**src/rtl/uart_tx_arbiter_if.sv**
```systemverilog
// Handshake bundle between the byte requesters, the arbiter and the uart transmit pins.
// The slave modport is the arbiter's view; master is the surrounding environment.
interface uart_tx_arbiter_if #(
    parameter int unsigned NUM_REQ = 4
);
    logic [NUM_REQ-1:0]   req_valid;
    logic [8*NUM_REQ-1:0] req_data;
    logic [NUM_REQ-1:0]   req_last;
    logic [NUM_REQ-1:0]   req_ready;
    logic [NUM_REQ-1:0]   grant;
    logic                 busy;
    logic                 uart_transmit;
    logic [7:0]           uart_tx_byte;
    logic                 uart_is_transmitting;

    modport slave (
        input  req_valid, req_data, req_last, uart_is_transmitting,
        output req_ready, grant, busy, uart_transmit, uart_tx_byte
    );

    modport master (
        output req_valid, req_data, req_last, uart_is_transmitting,
        input  req_ready, grant, busy, uart_transmit, uart_tx_byte
    );
endinterface

```
**src/rtl/uart_tx_arbiter.sv**
```systemverilog
// Round-robin, packet-granular arbiter sharing one uart transmitter among NUM_REQ byte streams.
// A grant is held until a byte with req_last=1 completes or the owner stalls for LOCK_TIMEOUT cycles.
module uart_tx_arbiter #(
    parameter int unsigned NUM_REQ      = 4,
    parameter int unsigned LOCK_TIMEOUT = 64
) (
    input logic              clk,
    input logic              rst,
    uart_tx_arbiter_if.slave bus
);
    localparam int unsigned OW = $clog2(NUM_REQ);
    localparam int unsigned CW = 16;
    localparam logic [CW-1:0] LOCK_LAST = CW'(LOCK_TIMEOUT - 1);

    typedef enum logic [1:0] {IDLE, SEND, WAIT_BUSY, WAIT_DONE} state_t;

    state_t        state, state_nxt;
    logic [OW-1:0] owner, owner_nxt;
    logic [OW-1:0] last_owner, last_owner_nxt;
    logic          last_flag, last_flag_nxt;
    logic [CW-1:0] lock_cnt, lock_cnt_nxt;

    logic [OW-1:0] pick;
    logic [OW-1:0] scan_idx;
    logic          pick_vld;

    // First valid requester scanning upward from the one after last_owner, with wrap
    always_comb begin : rr_pick
        pick     = '0;
        pick_vld = 1'b0;
        scan_idx = '0;
        for (int unsigned i = 1; i <= NUM_REQ; i++) begin
            scan_idx = OW'((32'(last_owner) + i) % NUM_REQ);
            if (!pick_vld && bus.req_valid[scan_idx]) begin
                pick     = scan_idx;
                pick_vld = 1'b1;
            end
        end
    end

    always_ff @(posedge clk) begin : state_reg
        if (rst) begin
            state      <= IDLE;
            owner      <= '0;
            last_owner <= OW'(NUM_REQ - 1);
            last_flag  <= 1'b0;
            lock_cnt   <= '0;
        end else begin
            state      <= state_nxt;
            owner      <= owner_nxt;
            last_owner <= last_owner_nxt;
            last_flag  <= last_flag_nxt;
            lock_cnt   <= lock_cnt_nxt;
        end
    end

    always_comb begin : next_and_out
        state_nxt         = state;
        owner_nxt         = owner;
        last_owner_nxt    = last_owner;
        last_flag_nxt     = last_flag;
        lock_cnt_nxt      = lock_cnt;
        bus.req_ready     = '0;
        bus.grant         = '0;
        bus.busy          = (state != IDLE);
        bus.uart_transmit = 1'b0;
        bus.uart_tx_byte  = 8'h00;

        if (state != IDLE) begin
            bus.grant = NUM_REQ'(1) << owner;
        end

        case (state)
            IDLE: begin
                if (pick_vld) begin
                    owner_nxt    = pick;
                    lock_cnt_nxt = '0;
                    state_nxt    = SEND;
                end
            end
            SEND: begin
                bus.req_ready[owner] = !bus.uart_is_transmitting;
                if (bus.req_valid[owner] && !bus.uart_is_transmitting) begin
                    bus.uart_transmit = 1'b1;
                    bus.uart_tx_byte  = bus.req_data[{owner, 3'b000} +: 8];
                    last_flag_nxt     = bus.req_last[owner];
                    state_nxt         = WAIT_BUSY;
                end else begin
                    if (lock_cnt != '1) begin
                        lock_cnt_nxt = lock_cnt + CW'(1);
                    end
                    // Stalled owner loses the grant and re-arbitrates at lowest priority
                    if ((LOCK_TIMEOUT != 0) && (lock_cnt == LOCK_LAST)) begin
                        last_owner_nxt = owner;
                        state_nxt      = IDLE;
                    end
                end
            end
            WAIT_BUSY: begin
                if (bus.uart_is_transmitting) begin
                    state_nxt = WAIT_DONE;
                end
            end
            WAIT_DONE: begin
                if (!bus.uart_is_transmitting) begin
                    if (last_flag) begin
                        last_owner_nxt = owner;
                        state_nxt      = IDLE;
                    end else begin
                        lock_cnt_nxt = '0;
                        state_nxt    = SEND;
                    end
                end
            end
            default: state_nxt = IDLE;
        endcase
    end
endmodule

```
**src/flat_wrapper.sv**
```systemverilog
// flat-port wrapper written by rule: the top's interface ports become plain ports
module uart_tx_arbiter_flat 
#(
    parameter int unsigned NUM_REQ      = 4,
    parameter int unsigned LOCK_TIMEOUT = 64
)
  (clk, rst, bus_req_valid, bus_req_data, bus_req_last, bus_uart_is_transmitting, bus_req_ready, bus_grant, bus_busy, bus_uart_transmit, bus_uart_tx_byte);
  uart_tx_arbiter_if #(.NUM_REQ(NUM_REQ)) bus_i ();
  input logic clk;
  input logic rst;
  input wire logic [$bits(bus_i.req_valid)-1:0] bus_req_valid;
  input wire logic [$bits(bus_i.req_data)-1:0] bus_req_data;
  input wire logic [$bits(bus_i.req_last)-1:0] bus_req_last;
  input wire logic [$bits(bus_i.uart_is_transmitting)-1:0] bus_uart_is_transmitting;
  output wire logic [$bits(bus_i.req_ready)-1:0] bus_req_ready;
  output wire logic [$bits(bus_i.grant)-1:0] bus_grant;
  output wire logic [$bits(bus_i.busy)-1:0] bus_busy;
  output wire logic [$bits(bus_i.uart_transmit)-1:0] bus_uart_transmit;
  output wire logic [$bits(bus_i.uart_tx_byte)-1:0] bus_uart_tx_byte;
  assign bus_i.req_valid = bus_req_valid;
  assign bus_i.req_data = bus_req_data;
  assign bus_i.req_last = bus_req_last;
  assign bus_i.uart_is_transmitting = bus_uart_is_transmitting;
  assign bus_req_ready = bus_i.req_ready;
  assign bus_grant = bus_i.grant;
  assign bus_busy = bus_i.busy;
  assign bus_uart_transmit = bus_i.uart_transmit;
  assign bus_uart_tx_byte = bus_i.uart_tx_byte;
  uart_tx_arbiter #(.NUM_REQ(NUM_REQ), .LOCK_TIMEOUT(LOCK_TIMEOUT)) u_core (.clk(clk), .rst(rst), .bus(bus_i));
endmodule
```
**config.mk**
```make
export PLATFORM = sky130hd
export DESIGN_NAME = uart_tx_arbiter_flat
export DESIGN_NICKNAME = d
export VERILOG_FILES = /design/src/rtl/uart_tx_arbiter_if.sv /design/src/rtl/uart_tx_arbiter.sv /design/src/flat_wrapper.sv
export SDC_FILE = /design/constraint.sdc
export NUM_CORES = 1
export LEC_CHECK = 0
export CAP_MARGIN = 20
export CORE_MARGIN = 2
export CORE_UTILIZATION = 48
export CTS_BUF_LIST = sky130_fd_sc_hd__clkbuf_16
export DETAILED_ROUTE_END_ITERATION = 8
export GPL_ROUTABILITY_DRIVEN = 0
export PLACE_DENSITY = 0.88
export RECOVER_POWER = 25
export SLEW_MARGIN = 20
export SYNTH_ARGS = -nofsm -noshare
export SYNTH_HDL_FRONTEND = slang
export SYNTH_SLANG_ARGS = --single-unit
```
**constraint.sdc**
```tcl
create_clock -name clk -period 5.1 [get_ports clk]
set_clock_uncertainty 0.05 [all_clocks]
set_input_delay 0.765 -clock clk [delete_from_list [all_inputs] [get_ports clk]]
set_output_delay 0.765 -clock clk [all_outputs]
set_load 0.01 [all_outputs]
```
==> flow_metrics.tcl, run 1 <==
set metrics [dict create \
    core-area_mm2 0.00334 \
    final_common_cell "clkdlybuf4s50_1" \
    io_buffers 60 \
    largest_reg_flops 16 \
    cts_setup_buffers 0 \
    antennaDiodeCount 0 \
    top_regs "u_core.lock_cnt (16), u_core.last_owner (2), u_core.owner (2)" \
    drtAntennaViolNets 0 \
    worstPathRequired_ps 4280 \
    reg2reg_to "u_core.lock_cnt[6]$_SDFFE_PP0P_" \
    cp-start-kind "input port" \
    grt_max_degree 18 \
    drt-total-wl_mm 5.14 \
    drc 0 \
    fin_util 0.705 \
    synth_area_per_cell_um2 8.27 \
    p_total_mw 0.522 \
    path_cells "dlygate4sd3_1 -> mux4_2 -> nand2_1 -> inv_1 -> clkdlybuf4s50_1" \
    dp.cells 296 \
    first_pass_iters 4 \
    cts_buffers 3 \
    finalSetupTns_ps 0 \
    antenna_found_initial 0 \
    timing.fmax_mhz 283 \
    reg2reg_slack_ps 2210 \
    peakVddDrop_v 0.000218 \
    row_count 21 \
    yosysSeqAreaShare 0.274 \
    cts_hold_buf 0 \
    start_util 0.503 \
    drive_gt1_frac 0.0394 \
    synthToLayoutAreaGrowth_pct 40.2 \
    hold_path.class "register to register" \
    rr_startpoint "u_core.owner[0]$_SDFFE_PP0P_" \
    outcome "finished clean" \
    worst_pin_slew_ps 772 \
    cts_resized 0 \
    die_x_um 63.1 \
    path_max_fanout 12 \
    top_register "u_core.lock_cnt" \
    synth_warnings 0 \
    setup_viol 0 \
    cts.clk_slew.worst_paths_ps 60 \
    hold_viol_final 0 \
    htreeDepth 1 \
    dieArea_mm2 0.00399 \
    maxCapViolCount 0 \
    cts.path.max_buffers 2 \
    syn-num-nets 247 \
    wl_per_cell_um 17.1 \
    cpMaxStageDelayCell "dlygate4sd3_1" \
    syn_area_mm2 0.00168 \
    cts_num_sinks 23 \
    period_minus_slack_ps 3530 \
    cellPowerDensity_mw_per_mm2 222 \
    cellLeakagePower_nw 0.854 \
    drv_slew 0 \
    track_usage 0.267 \
    die_h_um 63.1 \
    drt_iter0_markers 135 \
    cp.arrival_ps 2710 \
    route.vias.total 1846 \
    critPathMaxStageDelay_ps 610 \
    synth_cell_types 37 \
    final_cell_mix "57 x clkdlybuf4s50_1, 23 x nor2_1, 23 x dfxtp_1" \
    root_buffer "clkbuf_16" \
    dpl.hpwl_mm 3.85 \
    nNetsFinal 299 \
    grt_pass1_vias 1699 \
    netlist_instances 203 \
    clk_latency_ps 260 \
    crit_end "bus_uart_transmit" \
    viasPerCell 6.15 \
    path_class "input port to output pin" \
    r2r_cells 5 \
    grt_pass1_wl_mm 8.50 \
    ys_ff_latch 23 \
    crit_start "bus_req_valid[1]" \
    boundaryPins 61 \
    cts_tree "done" \
    fin_crit_sh 0.692 \
    critPathCaptureType "output pin" \
    rsz0062_at_grt "no" \
    relSlewSlack 0.485 \
    overflow 0 \
    layout.cells.non_filler 300 \
]
[cell type report]
cell class | count | area, µm²
Clock inverter | 1 | 7.51
Fill cell | 267 | 983
Sequential cell | 23 | 460
Tap cell | 46 | 57.6
Clock buffer | 3 | 75.1
Multi-Input combinational cell | 155 | 1110
Timing Repair Buffer | 61 | 604
Inverter | 11 | 41.3
[worst max-delay path: cells and delay by family]
family	cells	cell delay, ps
simple gates	1	180
mux	1	610
buf+inv	3	1140
[worst min-delay path by stage]
stage                                    startpoint  cells past startpoint                         endpoint  slack [ps]
floorplan           u_core.lock_cnt[5]$_SDFFE_PP0P_                      1  u_core.lock_cnt[5]$_SDFFE_PP0P_         400
global placement    u_core.lock_cnt[5]$_SDFFE_PP0P_                      1  u_core.lock_cnt[5]$_SDFFE_PP0P_         410
detailed placement  u_core.lock_cnt[5]$_SDFFE_PP0P_                      1  u_core.lock_cnt[5]$_SDFFE_PP0P_         420
CTS                 u_core.lock_cnt[5]$_SDFFE_PP0P_                      1  u_core.lock_cnt[5]$_SDFFE_PP0P_         430
global route        u_core.lock_cnt[5]$_SDFFE_PP0P_                      1  u_core.lock_cnt[5]$_SDFFE_PP0P_         460
finish              u_core.lock_cnt[5]$_SDFFE_PP0P_                      1  u_core.lock_cnt[5]$_SDFFE_PP0P_         440
[stage by stage]
step,hold slack (ps),setup WS (ps),instance area (µm²)
final,439,1570,2350
after global routing,463,1520,2350
after CTS,434,1660,2360
after detailed placement,422,1670,2270
after global placement,410,1750,2270
after floorplan,398,2690,1680
[logic make-up after synthesis]
kind of cell               count (synthesis)  synth area share
DFF                                       23             0.274
AOI/OAI and AO/OA                         47             0.197
muxes                                     16             0.183
adders and majority gates                  1           0.00745
buffers and inverters                     25            0.0663
and+or+nand+nor                           91             0.271
[where the power goes]
group / internal [mW] / total (mW) / switching, mW
Combinational: 0.0823 / 0.148 / 0.0654
Clock: 0.106 / 0.173 / 0.0667
Sequential: 0.186 / 0.201 / 0.0157
[cell usage after synthesis, drive strengths merged]
master / instances / area [µm²]
o21ba: 1 / 10.0
nor2b: 1 / 6.26
a21o: 2 / 15.0
nor2: 23 / 86.3
or4: 2 / 15.0
nor4: 7 / 43.8
o21ai: 9 / 45.0
o311ai: 6 / 52.6
o22ai: 1 / 6.26
a221oi: 2 / 17.5
o32ai: 4 / 35.0
nor3: 8 / 40.0
clkbuf: 9 / 33.8
o221a: 1 / 11.3
a31oi: 8 / 50.1
and3: 12 / 75.1
or2: 1 / 6.26
a211oi: 2 / 15.0
and2: 2 / 12.5
nand3: 9 / 45.0
mux2i: 6 / 60.1
a2bb2oi: 1 / 8.76
nand4: 5 / 31.3
mux4: 10 / 248
nand2b: 6 / 37.5
ha: 1 / 12.5
nand2: 15 / 56.3
o31ai: 3 / 22.5
dfxtp: 23 / 460
a211o: 1 / 8.76
buf: 5 / 36.3
inv: 11 / 41.3
a311oi: 1 / 8.76
a21oi: 5 / 25.0
[layer usage]
layer  part of all wire  global-route usage
met4              0.018              0.0611
met3              0.052              0.0393
met1               0.42               0.330
met2               0.51               0.485
met5                  0                   0
Note: power is estimated with default switching activity, not from simulation.
==> run 2, diff against run 1 <==
Settings changed: CORE_UTILIZATION 48 to 45, PLACE_DENSITY 0.88 to 0.84.
Clock period 5.1 ns to 3.45 ns, I/O delays scaled along.
==> flow_metrics.tcl, run 2 (synthesis results as in run 1) <==
set metrics [dict create \
    p_total_mw 0.769 \
    nNetsFinal 301 \
    hold_path.class "register to register" \
    finalSetupTns_ps 0 \
    top_regs "u_core.lock_cnt (16), u_core.last_owner (2), u_core.owner (2)" \
    drv_slew 0 \
    cts_setup_buffers 0 \
    fillers 313 \
    largest_reg_flops 16 \
    die_h_um 65.1 \
    dpl.hpwl_mm 3.51 \
    cts_hold_buf 0 \
    rsz0062_at_grt "no" \
    hold_viol_final 0 \
    viasPerCell 5.87 \
    final_common_cell "clkdlybuf4s50_1" \
    start_util 0.462 \
    dp.cells 300 \
    cellPowerDensity_mw_per_mm2 325 \
    cts_tree "done" \
    worstPathRequired_ps 2880 \
    switchingPower_mw 0.212 \
    boundaryPins 61 \
    setup_viol 0 \
    cp-start-kind "input port" \
    dieArea_mm2 0.00424 \
    critPathCaptureType "output pin" \
    maxCapViolCount 0 \
    grt_pass1_wl_mm 7.91 \
    crit_family "buffers and inverters" \
    critPathBufInv 3 \
    drt_iter0_markers 192 \
    power_frac_clock 0.327 \
    pre_cts_ws_ps 551 \
    final_cell_mix "57 x clkdlybuf4s50_1, 23 x nor2_1, 23 x dfxtp_1" \
    peakVddDrop_v 0.000201 \
    netSwitchingFraction 0.276 \
    path_max_fanout 12 \
    antennaDiodeCount 0 \
    grt_pass1_vias 1683 \
    top_register "u_core.lock_cnt" \
    cellLeakagePower_nw 0.869 \
    cts_resized 0 \
    wl_per_cell_um 15.3 \
    drt-total-wl_mm 4.66 \
    seq_power_share 0.382 \
    cpMaxStageDelayCell "dlygate4sd3_1" \
    route.vias.total 1783 \
    period_minus_slack_ps 2980 \
    clk_latency_ps 260 \
    antenna_found_initial 0 \
    fin_util 0.652 \
    power.internal_mw 0.556 \
    combPwrFrac 0.291 \
    drc 0 \
    drtAntennaViolNets 0 \
    critPathMaxStageDelay_ps 600 \
    outcome "finished clean" \
    root_buffer "clkbuf_16" \
    row_count 22 \
    grt_max_degree 18 \
    cts.path.max_buffers 2 \
    htreeDepth 1 \
    relSlewSlack 0.566 \
    worst_pin_slew_ps 650 \
    cp.arrival_ps 2410 \
    fin_crit_sh 0.863 \
    track_usage 0.233 \
    io_buffers 60 \
    synthToLayoutAreaGrowth_pct 41.1 \
    path_class "input port to output pin" \
    cts_buffers 3 \
    die_x_um 65.1 \
    cts.clk_slew.worst_paths_ps 60 \
    timing.fmax_mhz 336 \
    overflow 0 \
    layout.cells.non_filler 304 \
    postLayoutSetupSlackWorst_ps 471 \
    first_pass_iters 4 \
    cts_num_sinks 23 \
    path_cells "dlygate4sd3_1 -> mux4_2 -> nand2_1 -> inv_1 -> clkdlybuf4s50_1" \
    core-area_mm2 0.00363 \
    drive_gt1_frac 0.0469 \
]
[run 2: final cells by class]
cell class | count | area [µm²] | area share
Tap cell | 48 | 60.1 | 0.0254
Multi-Input combinational cell | 155 | 1110 | 0.468
Sequential cell | 23 | 460 | 0.194
Clock inverter | 1 | 5.00 | 0.00211
Timing Repair Buffer | 63 | 619 | 0.261
Clock buffer | 3 | 75.1 | 0.0317
Inverter | 11 | 41.3 | 0.0174
[run 2: final timing paths]
| kind | startpoint | end | slack (ps) | cells after the start |
|---|---|---|---|---|
| worst max-delay path | bus_req_valid[1] | bus_uart_transmit | 470 | 5 |
| worst min-delay path | u_core.lock_cnt[1]$_SDFFE_PP0P_ | u_core.lock_cnt[1]$_SDFFE_PP0P_ | 440 | 2 |
| worst max register to register | u_core.owner[0]$_SDFFE_PP0P_ | u_core.lock_cnt[6]$_SDFFE_PP0P_ | 840 | 5 |
| worst min register to register | u_core.lock_cnt[1]$_SDFFE_PP0P_ | u_core.lock_cnt[1]$_SDFFE_PP0P_ | 440 | 2 |
[run 2: per-stage QoR]
step	area [µm²]	hold WS [ps]
3_3_place_gp	2290	422
3_5_place_dp	2290	429
4_1_cts	2370	442
2_1_floorplan	1680	398
6_report	2370	440
5_1_grt	2370	457
[run 2: worst reg2reg max path: stages, from the launching register on]
cell	delay [ps]
dfxtp_1	610
mux4_2	690
a21o_1	270
a211o_1	400
or4_1	440
nand2_1	70
[run 2: power by group through the flow]
stage / Clock (mW) / Sequential [mW] / Combinational, mW
floorplan: 0 / 0.287 / 0.139
global placement: 0 / 0.299 / 0.224
detailed placement: 0 / 0.300 / 0.227
CTS: 0.253 / 0.294 / 0.228
global route: 0.267 / 0.296 / 0.243
finish: 0.251 / 0.293 / 0.224
[run 2: metal layers]
layer	vias to the layer above	GRT usage	routed length, µm
li1	892	-	-
met1	814	0.308	2040
met2	71	0.416	2350
met3	6	0.0313	226
met4	0	0.0260	38
met5	-	0	0
==> run 3, diff against run 2 <==
Settings changed: CORE_UTILIZATION 45 to 40, PLACE_DENSITY 0.84 to 0.79.
Clock period 3.45 ns to 2.45 ns, I/O delays scaled along.
==> flow_metrics.tcl, run 3 (synthesis results as in run 1) <==
set metrics [dict create \
    row_count 23 \
    root_buffer "clkbuf_16" \
    drt-total-wl_mm 5.07 \
    first_pass_iters 4 \
    period_minus_slack_ps 2350 \
    setup_viol 0 \
    r2r_cells 7 \
    viasPerCell 5.80 \
    worst_pin_slew_ps 506 \
    antennaDiodeCount 0 \
    core-area_mm2 0.00403 \
    maxCapViolCount 0 \
    antenna_found_initial 0 \
    grt_pass1_wl_mm 7.98 \
    rsz0062_at_grt "no" \
    top_register "u_core.lock_cnt" \
    dieArea_mm2 0.00473 \
    critPathCaptureType "register" \
    final_cell_mix "46 x clkdlybuf4s50_1, 23 x nor2_1, 23 x dfxtp_1" \
    hold_path.class "register to register" \
    dp.cells 320 \
    crit_end "u_core.lock_cnt[5]$_SDFFE_PP0P_" \
    peakVddDrop_v 0.000270 \
    postLayoutSetupSlackWorst_ps 96.3 \
    boundaryPins 61 \
    overflow 0 \
    timing.fmax_mhz 425 \
    crit_family "compound AO/OA/AOI/OAI gates" \
    grt_pass1_vias 1663 \
    final_area_mm2 0.00251 \
    cpMaxStageDelayCell "mux4_2" \
    cts.clk_slew.worst_paths_ps 60 \
    route.vias.total 1879 \
    cts_tree "done" \
    path_cells "clkdlybuf4s50_1 -> mux4_2 -> buf_4 -> a21o_1 -> a211o_1 -> buf_4 -> a2bb2oi_1 -> a31oi_1" \
    met1_usage 0.286 \
    path_class "input port to register" \
    die_h_um 68.8 \
    layout.cells.non_filler 324 \
    dpl.hpwl_mm 3.93 \
    drive_gt1_frac 0.109 \
    cp.arrival_ps 2490 \
    worstPathRequired_ps 2580 \
    fin_util 0.624 \
    cts_hold_buf 0 \
    wl_per_cell_um 15.6 \
    drt_iter0_markers 129 \
    grt_max_degree 17 \
    io_buffers 60 \
    cp-start-kind "input port" \
    clk_latency_ps 260 \
    drtAntennaViolNets 0 \
    drc 0 \
    cts_setup_buffers 0 \
    grt.busiest_layer "met2" \
    rr_startpoint "u_core.owner[0]$_SDFFE_PP0P_" \
    placed_area_mm2 0.00244 \
    htreeDepth 1 \
    outcome "finished clean" \
    track_usage 0.224 \
    hold_viol_final 0 \
    crit_cells 8 \
    largest_reg_flops 16 \
    reg2reg_to "u_core.lock_cnt[5]$_SDFFE_PP0P_" \
    cellPowerDensity_mw_per_mm2 446 \
    relSlewSlack 0.661 \
    crit_start "bus_req_valid[3]" \
    top_regs "u_core.lock_cnt (16), u_core.last_owner (2), u_core.owner (2)" \
    critPathBufInv 3 \
    reg2reg_slack_ps 150 \
    drv_slew 0 \
    cts_num_sinks 23 \
    nNetsFinal 319 \
    start_util 0.417 \
    path_max_fanout 11 \
    finalSetupTns_ps 0 \
    cellLeakagePower_nw 1.01 \
    critPathMaxStageDelay_ps 490 \
    cpMostUsedCell "buf_4" \
    synthToLayoutAreaGrowth_pct 49.7 \
    grtUsageMet3 0.0390 \
    cts_buffers 3 \
    fin_crit_sh 0.961 \
    pre_cts_ws_ps -419 \
    cts.path.max_buffers 2 \
    met2_usage 0.389 \
    die_x_um 68.8 \
    final_common_cell "clkdlybuf4s50_1" \
]
run 3: cell types whose count changed in the layout (fill, tap and decap cells not counted):
cell             delta
nor3_1              -1
nor3_4              +1
clkdlybuf4s50_1    -11
buf_12              +1
clkbuf_1            +1
buf_4              +16
dlygate4sd2_1      +10
dlygate4sd3_1       +1
run 3: worst reg2reg max path: stages, from the launching register on:
cell	delay, ps
dfxtp_1	440
mux4_2	550
buf_4	190
a21o_1	230
a211o_1	290
buf_4	180
a2bb2oi_1	150
a31oi_1	160
run 3: cell type report:
class,instances,area [µm²]
clock buffer,3,75.1
timing repair buffer,81,751
clock inverter,1,5.00
sequential,23,460
fill,352,1520
tap,50,62.6
multi-input combinational,155,1120
inverter,11,41.3
run 3: per-stage QoR:
stage | power (mW) | hold slack, ps
after detailed placement | 0.780 | 438
after CTS | 1.12 | 447
after global routing | 1.17 | 484
after global placement | 0.773 | 421
final | 1.12 | 448
after floorplan | 0.600 | 398
run 3: worst min-delay path by stage:
stage	end	start	cells after the start	slack, ps
finish	u_core.lock_cnt[1]$_SDFFE_PP0P_	u_core.lock_cnt[1]$_SDFFE_PP0P_	2	450
global route	u_core.lock_cnt[0]$_SDFFE_PP0P_	u_core.lock_cnt[0]$_SDFFE_PP0P_	1	480
CTS	u_core.lock_cnt[1]$_SDFFE_PP0P_	u_core.lock_cnt[1]$_SDFFE_PP0P_	2	450
detailed placement	u_core.lock_cnt[1]$_SDFFE_PP0P_	u_core.lock_cnt[1]$_SDFFE_PP0P_	2	440
global placement	u_core.lock_cnt[1]$_SDFFE_PP0P_	u_core.lock_cnt[1]$_SDFFE_PP0P_	2	420
floorplan	u_core.lock_cnt[5]$_SDFFE_PP0P_	u_core.lock_cnt[5]$_SDFFE_PP0P_	1	400
run 3: report_power, final:
part           internal (mW)  total (mW)  switching [mW]
combinational          0.203       0.364           0.162
clock                  0.219       0.351           0.132
sequential             0.387       0.405          0.0186
run 3: repair_timing:
action	CTS	global route
gates resized for setup	11	1
cloned	0	0
endpoints found under the setup margin	21	3
run 3: metal layers:
layer  vias to the layer above  part of all wire
li1                        928                 -
met1                       868              0.43
met2                        72              0.51
met3                        11             0.050
met4                         0             0.016
met5                         -                 0
